[config.mk]
export PLATFORM = sky130hd
export DESIGN_NAME = ps2_host_tx
export DESIGN_NICKNAME = d
export VERILOG_FILES = /design/src/rtl/ps2_pkg.sv /design/src/rtl/ps2_line_sync.sv /design/src/rtl/ps2_host_tx.sv
export SDC_FILE = /design/constraint.sdc
export NUM_CORES = 1
export LEC_CHECK = 0
export BUFFER_PORTS_ARGS = -buffer_cell sky130_fd_sc_hd__buf_2
export CORE_AREA = 4 4 69 119
export CTS_BUF_LIST = sky130_fd_sc_hd__clkbuf_4
export DETAILED_ROUTE_END_ITERATION = 10
export DIE_AREA = 0 0 73 123
export GPL_ROUTABILITY_DRIVEN = 0
export PLACE_DENSITY_LB_ADDON = 0.25
export RECOVER_POWER = 100
export SYNTH_ARGS = -nofsm -noshare
export SYNTH_HDL_FRONTEND = slang
export SYNTH_HIERARCHICAL = 1
export SYNTH_SLANG_ARGS = --single-unit
export TNS_END_PERCENT = 1
[constraint.sdc]
create_clock -name clk -period 3.2 [get_ports clk]
set_input_delay 0.8 -clock clk [delete_from_list [all_inputs] [get_ports clk]]
set_output_delay 0.8 -clock clk [all_outputs]
set_load 0.005 [all_outputs]
[src/rtl/ps2_pkg.sv]
`default_nettype none
// ----------------------------------------------------------------------------
// ps2_pkg: shared PS/2 link types, frame constants and keyboard command codes
// Revision: 1.0
// ----------------------------------------------------------------------------
package ps2_pkg;

    typedef enum logic [2:0] {
        IDLE      = 3'd0,
        INHIBIT   = 3'd1,
        START     = 3'd2,
        SHIFT     = 3'd3,
        WAIT_IDLE = 3'd4
    } ps2_state_e;

    // Device clock falls per host-to-device frame: 8 data + parity + stop + ACK
    localparam int FRAME_EDGES = 11;

    localparam logic [7:0] CMD_SET_LED = 8'hED;
    localparam logic [7:0] CMD_ENABLE  = 8'hF4;
    localparam logic [7:0] CMD_RESET   = 8'hFF;
    localparam logic [7:0] RESP_ACK    = 8'hFA;

endpackage
`default_nettype wire

[src/rtl/ps2_line_sync.sv]
`default_nettype none
// ----------------------------------------------------------------------------
// ps2_line_sync: 2-flop synchronisers for the PS/2 lines plus clock-fall detect
// Revision: 1.0
// ----------------------------------------------------------------------------
module ps2_line_sync (
    input  logic clk,
    input  logic rst,
    input  logic ps2_clk_in,
    input  logic ps2_data_in,
    output logic clk_sync,
    output logic data_sync,
    output logic clk_fall
);

    // Third clock stage holds the previous synchronised value for edge detect
    logic [2:0] clk_pipe_q;
    logic [2:0] clk_pipe_d;
    logic [1:0] data_pipe_q;
    logic [1:0] data_pipe_d;

    always_comb begin
        clk_pipe_d  = {clk_pipe_q[1:0], ps2_clk_in};
        data_pipe_d = {data_pipe_q[0], ps2_data_in};
    end

    always_ff @(posedge clk) begin
        if (rst) begin
            clk_pipe_q  <= 3'b111;
            data_pipe_q <= 2'b11;
        end else begin
            clk_pipe_q  <= clk_pipe_d;
            data_pipe_q <= data_pipe_d;
        end
    end

    assign clk_sync  = clk_pipe_q[1];
    assign data_sync = data_pipe_q[1];
    assign clk_fall  = clk_pipe_q[2] & ~clk_pipe_q[1];

endmodule
`default_nettype wire

[src/rtl/ps2_host_tx.sv]
`default_nettype none
// ----------------------------------------------------------------------------
// ps2_host_tx: PS/2 host-to-device command transmitter with ACK/timeout report
// Revision: 1.0
// ----------------------------------------------------------------------------
module ps2_host_tx
    import ps2_pkg::*;
#(
    parameter int INHIBIT_CYCLES = 5000,
    parameter int TIMEOUT_CYCLES = 750000
) (
    input  logic       clk,
    input  logic       rst,
    input  logic [7:0] tx_data,
    input  logic       tx_valid,
    output logic       tx_ready,
    output logic       tx_busy,
    output logic       done,
    output logic       ack_err,
    output logic       timeout_err,
    input  logic       ps2_clk_in,
    input  logic       ps2_data_in,
    output logic       ps2_clk_oe,
    output logic       ps2_data_oe
);

    localparam int              INH_W      = $clog2(INHIBIT_CYCLES) + 1;
    localparam int              TO_W       = $clog2(TIMEOUT_CYCLES) + 1;
    localparam logic [INH_W-1:0] INH_LAST  = INH_W'(INHIBIT_CYCLES - 1);
    localparam logic [TO_W-1:0]  TO_LAST   = TO_W'(TIMEOUT_CYCLES - 1);
    localparam logic [3:0]       EDGES_ALL = 4'(FRAME_EDGES);
    localparam logic [3:0]       EDGES_TX  = 4'(FRAME_EDGES - 1);

    logic w_clk_sync;
    logic w_data_sync;
    logic w_clk_fall;

    ps2_line_sync u_line_sync (
        .clk         (clk),
        .rst         (rst),
        .ps2_clk_in  (ps2_clk_in),
        .ps2_data_in (ps2_data_in),
        .clk_sync    (w_clk_sync),
        .data_sync   (w_data_sync),
        .clk_fall    (w_clk_fall)
    );

    ps2_state_e        state_q, state_d;
    logic [9:0]        frame_q, frame_d;
    logic [3:0]        bit_cnt_q, bit_cnt_d;
    logic [INH_W-1:0]  inh_cnt_q, inh_cnt_d;
    logic [TO_W-1:0]   to_cnt_q, to_cnt_d;
    logic              ack_ok_q, ack_ok_d;
    logic              clk_oe_q, clk_oe_d;
    logic              data_oe_q, data_oe_d;
    logic              done_q, done_d;
    logic              ack_err_q, ack_err_d;
    logic              timeout_err_q, timeout_err_d;
    logic              ready_q, ready_d;
    logic              busy_q, busy_d;

    logic w_accept;
    logic w_timed;
    logic w_timeout;
    logic w_last_edge;
    logic w_complete;

    assign w_accept    = (state_q == IDLE) && tx_valid && ready_q;
    assign w_timed     = (state_q == START) || (state_q == SHIFT) || (state_q == WAIT_IDLE);
    assign w_timeout   = w_timed && (to_cnt_q == TO_LAST);
    assign w_last_edge = (state_q == SHIFT) && w_clk_fall && (bit_cnt_q == EDGES_TX);
    assign w_complete  = (state_q == WAIT_IDLE) && w_clk_sync && w_data_sync;

    always_ff @(posedge clk) begin
        if (rst) begin
            state_q       <= IDLE;
            frame_q       <= '0;
            bit_cnt_q     <= '0;
            inh_cnt_q     <= '0;
            to_cnt_q      <= '0;
            ack_ok_q      <= 1'b0;
            clk_oe_q      <= 1'b0;
            data_oe_q     <= 1'b0;
            done_q        <= 1'b0;
            ack_err_q     <= 1'b0;
            timeout_err_q <= 1'b0;
            ready_q       <= 1'b0;
            busy_q        <= 1'b0;
        end else begin
            state_q       <= state_d;
            frame_q       <= frame_d;
            bit_cnt_q     <= bit_cnt_d;
            inh_cnt_q     <= inh_cnt_d;
            to_cnt_q      <= to_cnt_d;
            ack_ok_q      <= ack_ok_d;
            clk_oe_q      <= clk_oe_d;
            data_oe_q     <= data_oe_d;
            done_q        <= done_d;
            ack_err_q     <= ack_err_d;
            timeout_err_q <= timeout_err_d;
            ready_q       <= ready_d;
            busy_q        <= busy_d;
        end
    end

    // Completion is tested before timeout in WAIT_IDLE so it wins a tie
    always_comb begin
        state_d = state_q;
        case (state_q)
            IDLE:      if (w_accept) state_d = INHIBIT;
            INHIBIT:   if (inh_cnt_q == INH_LAST) state_d = START;
            START:     state_d = w_timeout ? IDLE : SHIFT;
            SHIFT: begin
                if (w_timeout)        state_d = IDLE;
                else if (w_last_edge) state_d = WAIT_IDLE;
            end
            WAIT_IDLE: if (w_complete || w_timeout) state_d = IDLE;
            default:   state_d = IDLE;
        endcase
    end

    always_comb begin
        frame_d   = frame_q;
        bit_cnt_d = bit_cnt_q;
        inh_cnt_d = inh_cnt_q;
        to_cnt_d  = to_cnt_q;
        ack_ok_d  = ack_ok_q;
        if (w_accept) begin
            frame_d   = {1'b1, ~^tx_data, tx_data};
            bit_cnt_d = '0;
            inh_cnt_d = '0;
            to_cnt_d  = '0;
        end
        if (state_q == INHIBIT) inh_cnt_d = inh_cnt_q + 1'b1;
        if (w_timed)            to_cnt_d  = to_cnt_q + 1'b1;
        if ((state_q == SHIFT) && w_clk_fall && (bit_cnt_q != EDGES_ALL))
            bit_cnt_d = bit_cnt_q + 1'b1;
        if (w_last_edge) ack_ok_d = ~w_data_sync;
    end

    // Outputs are registered from the next state so the open-drain enables never glitch
    always_comb begin
        clk_oe_d  = (state_d == INHIBIT) || (state_d == START);
        data_oe_d = 1'b0;
        case (state_d)
            START: data_oe_d = 1'b1;
            SHIFT: begin
                data_oe_d = data_oe_q;
                if ((state_q == SHIFT) && w_clk_fall && (bit_cnt_q < EDGES_TX))
                    data_oe_d = ~frame_q[bit_cnt_q];
            end
            default: data_oe_d = 1'b0;
        endcase
        done_d        = w_timed && (state_d == IDLE);
        ack_err_d     = w_complete && ~ack_ok_q;
        timeout_err_d = done_d && ~w_complete;
        ready_d       = (state_d == IDLE);
        busy_d        = (state_d != IDLE);
    end

    assign tx_ready    = ready_q;
    assign tx_busy     = busy_q;
    assign done        = done_q;
    assign ack_err     = ack_err_q;
    assign timeout_err = timeout_err_q;
    assign ps2_clk_oe  = clk_oe_q;
    assign ps2_data_oe = data_oe_q;

endmodule
`default_nettype wire

==> flow_metrics.env <==
export IMPL_grt_overflow=0
export IMPL_worst_pin_slew_ps=1327
export IMPL_die_x_um=73
export IMPL_maxSlewHeadroom=0.1154
export IMPL_cp_start_kind="primary input"
export IMPL_synth_enable_flop_cells=0
export IMPL_h_tree_depth=3
export IMPL_holdPathEnd="u_line_sync/clk_pipe_q[1]"
export IMPL_r2r_setup_slack_ps=890
export IMPL_crit_top_cell="clkbuf_1"
export IMPL_clock_sinks=65
export IMPL_coreArea_um2=7233
export IMPL_numCtsBuffers=9
export IMPL_critPathArrivalTime_ps=2800
export IMPL_wl_per_cell_um=15.07
export IMPL_synth_warnings=6
export IMPL_path_clk_slew_ps=120
export IMPL_finalHoldViolCount=0
export IMPL_die_h_um=123
export IMPL_fillers=701
export IMPL_ys_async_sr_fraction=0
export IMPL_cts_setup_buffers=0
export IMPL_end_kind="flop"
export IMPL_rows=41
export IMPL_hold_buffers=0
export IMPL_cpPeakStageDelay_ps=1040
export IMPL_min_from="u_line_sync/clk_pipe_q[0]"
export IMPL_port_buffers=19
export IMPL_synth_area_leaders="dfxtp_1 (40%), nand2_1 (5.8%), a21oi_1 (5.0%)"
export IMPL_yosysTopAreaCell="dfxtp_1"
export IMPL_slowest_stage="clkbuf_1"
export IMPL_r2r_end="to_cnt_q[9]"
export IMPL_via_per_inst=5.834
export IMPL_syn_inst=385
export IMPL_grt_max_degree=32
export IMPL_status="complete, no violations"
export IMPL_syn_avg_cell_area_um2=8.349
export IMPL_netlist_area_um2=3214
export IMPL_crit_buf_inv=3
export IMPL_regToRegStartpoint="state_q[1]"
export IMPL_drc=0
export IMPL_whs_path_depth=1
export IMPL_hpwlAfterDp_um=5327
export IMPL_setup_violations_final=0
export IMPL_critPathKind="in -> reg"
export IMPL_crit_fanout=31
export IMPL_fmax_mhz=395.3
export IMPL_post_cts_resized=0
export IMPL_ys_ff_latch=65
export IMPL_max_cap_violations=0
export IMPL_crit_required_ps=3470
export IMPL_synth_commonest_cells="dfxtp_1 (65), nand2_1 (50), nor2_1 (33)"
export IMPL_period_needed_ps=2530
export IMPL_cts_root_buffer_cell="clkbuf_4"
export IMPL_grt_usage=0.1799
export IMPL_drv_slew=0
export IMPL_yosysMostFrequentCell="dfxtp_1"
export IMPL_cp_top_family="buffers and inverters"
export IMPL_grt_pass1_wl_um=12480
export IMPL_ios=20
export IMPL_fin_area_um2=3448
export IMPL_area_growth_pct=7.279
export IMPL_syn_nets=402
export IMPL_rsz0062_at_grt="no"
export IMPL_drt_initial_drc_count=164
export IMPL_regArea_um2=1301
export IMPL_totalWireLength_um=7355
export IMPL_min_path_type="reg -> reg"
export IMPL_power_density_nw_per_um2=438.9
export IMPL_dr_total_vias=2847
export IMPL_total_power_mw=1.514
export IMPL_fin_hold_ws_ps=417.0
export IMPL_tns_ps=0
export IMPL_dieArea_um2=8979
export IMPL_initial_utilization=0.4444
export IMPL_yosysSeqAreaShare=0.4048
export IMPL_yosysTopAreaCellShare=0.4048
export IMPL_clk_path_buf_depth=2
export IMPL_fin_crit_sh=0.7905
export IMPL_ir_drop_mv=0.3265
export IMPL_clk_latency_ps=430
export IMPL_grt_pass1_vias=2693
export IMPL_p_leak_nw=1.184
export IMPL_ys_flop_type="dfxtp_1"
export IMPL_placed_area_um2=3331
export IMPL_cts_tree="yes"
export IMPL_ys_types=63
export IMPL_final_nets=414
export IMPL_ant_nets=0
export IMPL_antenna_found_initial=0
export IMPL_path_cells="clkbuf_1 > clkbuf_1 > clkbuf_1 > nor3_1"
export IMPL_multi_input_area_um2=1767
export IMPL_r2r_cells=4
export IMPL_antenna_cells=0
export IMPL_skew_ps=16.80
export IMPL_drive_above_1_share=0.1095
export IMPL_first_pass_iters=4
==> report_power, final <==
group	switching [mW]	leakage, nW	total [mW]	internal, mW
Combinational	0.0695	0.585	0.108	0.0383
Clock	0.321	0.0730	0.570	0.249
Sequential	0.0104	0.526	0.835	0.825
==> cell type report <==
| class | instances | area share |
|---|---|---|
| multi-input cells | 292 | 0.5123 |
| well taps | 86 | 0.03120 |
| flip-flops and latches | 65 | 0.3774 |
| clock buffers | 10 | 0.02177 |
| clock inverters | 6 | 0.01959 |
| inverters | 7 | 0.007620 |
| repair buffers | 22 | 0.03012 |
==> placed cells by master, fill, tap and decap left out, drive strengths merged, types with 2 or more instances in the layout <==
master and count:
or4 5, nor3 9, o41ai 2, nor4b 3, nand3 14, xnor2 9
nor4 6, or2 8, ha 4, clkbuf 16, inv 8, nor3b 2
clkinv 2, clkinvlp 2, o21ai 23, o211ai 3, nor2 36, a221oi 2
a311oi 6, a31oi 6, o31ai 3, nand2 50, mux2 7, dfxtp 65
nand2b 4, and3 8, nand4 10, nand3b 5, a21oi 32, a22o 2
buf 16, mux2i 4, and2 5, o311ai 3, a211oi 3
==> cells by family after synthesis <==
group / count (synthesis) / synth area share
flip-flops: 65 / 0.4048
buffers and inverters: 28 / 0.04204
AO/OA/AOI/OAI: 94 / 0.1837
XOR/XNOR: 10 / 0.02725
adder cells (fa/ha/maj): 4 / 0.01557
AND/OR/NAND/NOR: 172 / 0.2826
multiplexers: 12 / 0.04398
==> through the flow <==
step                setup slack, ps    util  std cells
finish                        670.3  0.4767        488
global route                  438.9  0.4767        488
CTS                            1096  0.4802        488
detailed placement            809.7  0.4605        472
global placement              841.1  0.4605        472
floorplan                      1214       -        385
==> worst max path at each step <==
stage | cells after the start | endpoint | start
floorplan | 7 | to_cnt_q[5] | tx_valid
global placement | 6 | inh_cnt_q[1] | tx_valid
detailed placement | 5 | inh_cnt_q[6] | tx_valid
CTS | 5 | ps2_data_oe | state_q[2]
global route | 4 | inh_cnt_q[6] | rst
finish | 4 | bit_cnt_q[2] | rst
==> layer usage <==
metal	GRT usage	vias up	wire length, µm
met3	0.04312	17	240
li1	-	1431	-
met2	0.3167	52	3983
met1	0.1905	1347	2899
met5	0	-	0
met4	0.1016	0	231
==> state kept, by name (all words and copies together) (netlist names) <==
signal                   count
to_cnt_q                    21
inh_cnt_q                   14
frame_q                     10
bit_cnt_q                    4
state_q                      3
u_line_sync/clk_pipe_q       3
u_line_sync/data_pipe_q      2
ack_err                      1
ack_ok_q                     1
done                         1
ps2_clk_oe                   1
ps2_data_oe                  1
timeout_err                  1
tx_busy                      1
tx_ready                     1
Power figures use the tool's default switching activity.
